--- src/rtl/prio_encoder_rr.sv ---
// Registered N-to-log2(N) encoder with fixed-priority or round-robin resolution,
// zero/multi-hot flags and a single-register valid/ready output stage.
module prio_encoder_rr #(
    parameter int N    = 8,
    parameter int W    = $clog2(N),
    parameter int MODE = 0
) (
    input  logic         clk,
    input  logic         rst,
    input  logic         en,
    input  logic         in_valid,
    output logic         in_ready,
    input  logic [N-1:0] in,
    output logic         out_valid,
    input  logic         out_ready,
    output logic [W-1:0] y,
    output logic         zero,
    output logic         multi
);

    logic [W-1:0] ptr_r;
    logic [W-1:0] y_r;
    logic         zero_r;
    logic         multi_r;
    logic         out_valid_r;

    logic [W-1:0] fp_idx_s;
    logic [W-1:0] rr_idx_s;
    logic         rr_found_s;
    logic [W-1:0] y_next_s;
    logic         accept_s;
    logic         nonzero_s;

    // Two or more bits set iff clearing the lowest set bit leaves something.
    function automatic logic multi_hot(input logic [N-1:0] v);
        return |(v & (v - {{(N-1){1'b0}}, 1'b1}));
    endfunction

    assign in_ready  = en && !rst && (!out_valid_r || out_ready);
    assign accept_s  = in_valid && in_ready;
    assign nonzero_s = |in;

    // Fixed priority: the last set bit seen while ascending is the highest one.
    always_comb begin
        fp_idx_s = {W{1'b0}};
        for (int i = 0; i < N; i++) begin
            if (in[i]) begin
                fp_idx_s = W'(i);
            end else begin
                fp_idx_s = fp_idx_s;
            end
        end
    end

    // Round-robin: scan from ptr+1 upwards; the W-bit add wraps modulo N.
    always_comb begin
        logic [W-1:0] cand;
        rr_idx_s   = {W{1'b0}};
        rr_found_s = 1'b0;
        cand       = {W{1'b0}};
        for (int k = 1; k <= N; k++) begin
            cand = ptr_r + W'(k);
            if (!rr_found_s && in[cand]) begin
                rr_found_s = 1'b1;
                rr_idx_s   = cand;
            end else begin
                rr_found_s = rr_found_s;
            end
        end
    end

    // Mode select; an all-zero vector always encodes to index 0.
    always_comb begin
        if (!nonzero_s) begin
            y_next_s = {W{1'b0}};
        end else if (MODE == 1) begin
            y_next_s = rr_idx_s;
        end else begin
            y_next_s = fp_idx_s;
        end
    end

    // Output register with pass-through on simultaneous pop and push.
    always_ff @(posedge clk or posedge rst) begin
        if (rst) begin
            out_valid_r <= 1'b0;
            y_r         <= {W{1'b0}};
            zero_r      <= 1'b0;
            multi_r     <= 1'b0;
        end else if (accept_s) begin
            out_valid_r <= 1'b1;
            y_r         <= y_next_s;
            zero_r      <= !nonzero_s;
            multi_r     <= multi_hot(in);
        end else if (out_valid_r && out_ready) begin
            out_valid_r <= 1'b0;
        end else begin
            out_valid_r <= out_valid_r;
        end
    end

    // Grant pointer; resets to N-1 so the first search begins at bit 0.
    always_ff @(posedge clk or posedge rst) begin
        if (rst) begin
            ptr_r <= W'(N - 1);
        end else if ((MODE == 1) && accept_s && nonzero_s) begin
            ptr_r <= y_next_s;
        end else begin
            ptr_r <= ptr_r;
        end
    end

    assign out_valid = out_valid_r;
    assign y         = y_r;
    assign zero      = zero_r;
    assign multi     = multi_r;

endmodule

--- config.mk ---
export PLATFORM = sky130hd
export DESIGN_NAME = prio_encoder_rr
export DESIGN_NICKNAME = d
export VERILOG_FILES = /design/src/rtl/prio_encoder_rr.sv
export SDC_FILE = /design/constraint.sdc
export NUM_CORES = 1
export LEC_CHECK = 0
export ABC_CLOCK_PERIOD_IN_PS = 3300
export CAP_MARGIN = 20
export CORE_MARGIN = 1.5
export CORE_UTILIZATION = 25
export DETAILED_ROUTE_END_ITERATION = 8
export GPL_ROUTABILITY_DRIVEN = 0
export HOLD_SLACK_MARGIN = 0.02
export MAX_ROUTING_LAYER = met4
export PLACE_DENSITY = 0.66
export SLEW_MARGIN = 20
export SYNTH_ARGS = -nofsm -noshare
export SYNTH_HDL_FRONTEND = slang
export SYNTH_SLANG_ARGS = --single-unit
--- constraint.sdc ---
create_clock -name clk -period 3.3 [get_ports clk]
set_clock_uncertainty 0.05 [all_clocks]
set_input_delay 0.33 -clock clk [delete_from_list [all_inputs] [get_ports clk]]
set_output_delay 0.33 -clock clk [all_outputs]
set_load 0.03 [all_outputs]
# Yosys cells after proc, flatten, opt, wreduce, memory -nomap -nowiden
# Index checks and enable logic that the tools add are counted.
classes:
  addsub: 1
  mux: 10
  bitwise: 1
  reduce_logical: 11
ops:
  columns: ["op", "count"]
  rows:
  - ["$mux W3", 6]
  - ["$reduce_or A8 Y1", 2]
  - ["$and A8 B8 Y8", 1]
  - ["$sub A8 B1 Y8 const B", 1]
  - ["$logic_and A1 B1 Y1", 4]
  - ["$logic_not A1 Y1", 3]
  - ["$mux W1", 3]
  - ["$mux W2", 1]
  - ["$reduce_bool A2 Y1", 1]
  - ["$logic_or A1 B1 Y1", 1]
totals:
  reg_bits: 6
  inputBits: 13
  output_inout_bits: 7

# Longest topological paths before layout
logic_depth:
  depth_word: 8
  mapped_depth: 5
  ltp_nobuf: 4

# Least setup slack after synthesis
# Ideal clock, no wire load.
synth_path:
  kind: "input to register"
  startpoint: "in in[1]"
  endpoint: "reg multi_r, in the netlist multi"
  setup_time_ns: 0.126
  arrival_time_ns: 1.447
  t_required_ns: 3.124
  path_slack_ns: 1.677
  path_stages: 4
  n_path_buf: 0
  cell_sequence: "or4_4 > a211oi_2 > o21bai_1 > a221o_1"
synth_between:
  elab_chain_cells: 3
synth_rtl:
  columns: ["element", "line", "rtl"]
  rows:
  - ["start, declared", "13", "input logic [N-1:0] in,"]
  - ["$sub A8 B1 Y8", "36", "return |(v & (v - {{(N-1){1'b0}}, 1'b1}));"]
  - ["$and A8 B8 Y8 (*)", "36", null]
  - ["$reduce_or A8 Y1 (*)", "36", null]
  - ["end signal, assigned", "94", "multi_r <= multi_hot(in);"]
  - ["end, declared", "24", "logic multi_r;"]
# Mark *: on every way between the ends. The rest lies on a longest branch, timed or not.
# A chain may end at the register's enable or synchronous reset.

# Final worst setup path
layout_path:
  startpoint: "in rst"
  endpoint: "out in_ready"
layout_between:
  elab_chain_cells: 3
layout_rtl:
  columns: ["element", "line", "rtl"]
  rows:
  - ["start, declared", "9", "input logic rst,"]
  - ["$logic_not A1 Y1 (no line)", null, null]
  - ["$logic_and A1 B1 Y1 (2 in a row)", "39", "assign in_ready = en && !rst && (!out_valid_r || out_ready);"]
  - ["end, declared", "12", "output logic in_ready,"]
# Every way passes these cells.

==> metrics <==
FILL cells=139; top area cells in the synthesized netlist=dfrtp_1 (42%), nor3_1 (5.7%), a21oi_1 (4.2%), o21ai_0 (4.2%), nand2_1 (4.2%); DRT iter0 DRCs=6; Cells after DPL=74; Ys Warns=0; total vias in the final route=367; NumNets Final=77; number of core rows=13; Port Buffers=19; pwr dens=around 410 nW/µm²; endpoint class of the critical path=primary output; Storage cell area=150 µm²; unrepaired setup endpoints after global routing=no; crit path time final=around 2.2 ns; clk_lat worst skew=about 0.23 ns; CP bufs+invs=3; full die area=about 1700 µm²; global-route usage over all layers=0.137; crit path capture=in_ready; clk buf depth=2; Pint=167 µW; Relative slew margins=0.735; post-CTS resize count=0; Period Utilization, post-route=0.663; largest net degree at the start of global routing=12; worst vdd ir=0.115 mV; CTS Sinks=6; count of cell types in the netlist=20; clk root buf=clkbuf_4; CTS tree=done; initial antenna violation count=0; final setup TNS=0 ns; DR pass1 iterations=2; Yosys top cell by area=dfrtp_1; type of the worst setup path=input port to primary output; Synth Instances=41; Post-synth EDFFs=0; net switching power=71.6 µW; R2R Path End=multi; Post-CTS Hold Buffers=0; Syn Std Cell Area=approximately 350 µm²; Async SR Flop Fraction=1.00; per-cell routed wire length=roughly 10 µm; Reg clk slew, reported paths=around 0.040 ns; syn nets=54; Synth top cells by count=dfrtp_1 (6), nand2_1 (4), nor2_1 (4), nor3_1 (4); switching share of total power=0.301; Layout Utilization=0.442; critical path arrival=1.81 ns; Slew Viols, Final=0; worst min-delay path class=input port to asynchronous set/reset pin; first-pass GRT wire length=1420 µm; combinational group share of total power=0.360; status=complete, no violations; Final Hold Viols=0; WP depth=4; H-Tree Level Count=1; remaining global-route overflow=0; R2R cell count=3; post-synthesis sequential area ratio=0.424; Die W=40.6 µm; Routed WL=a little over 800 µm; antenna cells=0; Area Growth Syn to Fin=64.3%; Antenna Nets Post-Route=0; DRC Markers=0; Max Fclk=about 460 MHz; chip height=40.6 µm; Post-synth top flop=dfrtp_1; fin cells=77; Static Leakage=about 0.00024 µW; initial core utilization=0.269; slowest cell delay on critical path=0.66 ns; FF-to-FF setup slack=1.85 ns; Req. time, crit path=2.92 ns; drt via density=4.77; crit path max fanout=8; Synth Register Bits=6; number of global-route vias before repair=359; Yosys top cell area share=0.424; critical path's most frequent cell=clkdlybuf4s50_1; CP Launch Type=input port; crit-path cells=clkdlybuf4s50_1 -> inv_1 -> and3_1 -> clkdlybuf4s50_1; CP max stage cell=clkdlybuf4s50_1; most common cell in the synthesized netlist=dfrtp_1; Max-Cap Viols=0; core area=1320 µm²; crit path launch=rst; area occupied by multi-input gates=193 µm²; Syn Area/Cell=8.64 µm²; worst slew pin tran=about 0.40 ns; Inserted Clock Buffers=3; DP HPWL=661 µm; I/O pin total=20; clock share of power=0.264; R2R Path Start=out_valid; postcts setup bufs=0; endpoints failing setup=0; share of layout cells above drive strength 1=0.0806; Top delay family on crit path=buffers and inverters; sequential power share=0.376
[flip-flops by register name (all words and copies together), names as in the netlist]
register and cells:
y 3, multi 1, out_valid 1, zero 1
[per-layer routing]
metal / GRT usage / vias to the layer above / share of wire
li1: - / 198 / -
met1: 0.158 / 154 / 0.43
met2: 0.214 / 15 / 0.48
met5: - / - / 0
met4: 0.108 / 0 / 0
met3: 0.0163 / 0 / 0.082
[layout make-up]
cell class	count	area share
repair buffers	19	0.327
multi-input cells	32	0.331
inverters	2	0.0129
well taps	15	0.0323
clock buffers	3	0.0387
flip-flops and latches	6	0.258
[power by group through the flow]
stage,clock (µW),combinational (µW),sequential [µW]
after global placement,0,85.7,90.7
final,62.9,85.7,89.5
after global routing,68.5,94.4,91.3
after detailed placement,0,86.1,91.0
after CTS,67.1,86.4,90.0
after floorplan,0,20.2,112
[worst min path at each step]
stage	from	endpoint	slack (ns)	depth (start not counted)
finish	rst	y[0]	0.27	2
global route	rst	y[2]	0.29	2
CTS	rst	y[2]	0.27	2
detailed placement	zero	zero	0.42	2
global placement	zero	zero	0.42	2
floorplan	rst	multi	0.08	1
[layout by cell type, fill, tap and decap left out, types with 2 or more instances in the layout]
| cell type | count |
|---|---|
| a21oi_1 | 3 |
| nor3_1 | 4 |
| nand2_1 | 4 |
| inv_1 | 2 |
| nor4_1 | 2 |
| nor2_1 | 4 |
| clkdlybuf4s50_1 | 19 |
| dfrtp_1 | 6 |
| o21ai_0 | 3 |
| clkbuf_4 | 3 |
| o21bai_1 | 2 |
[metrics by stage]
stage	hold slack (ns)	area, µm²	setup slack (ns)	total power, µW
after global placement	0.418	559	1.10	176
after floorplan	0.0847	354	1.68	132
after CTS	0.267	582	1.09	243
after global routing	0.294	582	1.02	254
final	0.271	582	1.11	238
after detailed placement	0.422	559	1.09	177
[logic make-up after synthesis]
group                    synth area share
flip-flops                          0.424
AND/OR/NAND/NOR                     0.304
AO/OA/AOI/OAI                       0.212
buffers and inverters              0.0318
adder cells (fa/ha/maj)            0.0283
(Power assumes the default switching activity.)
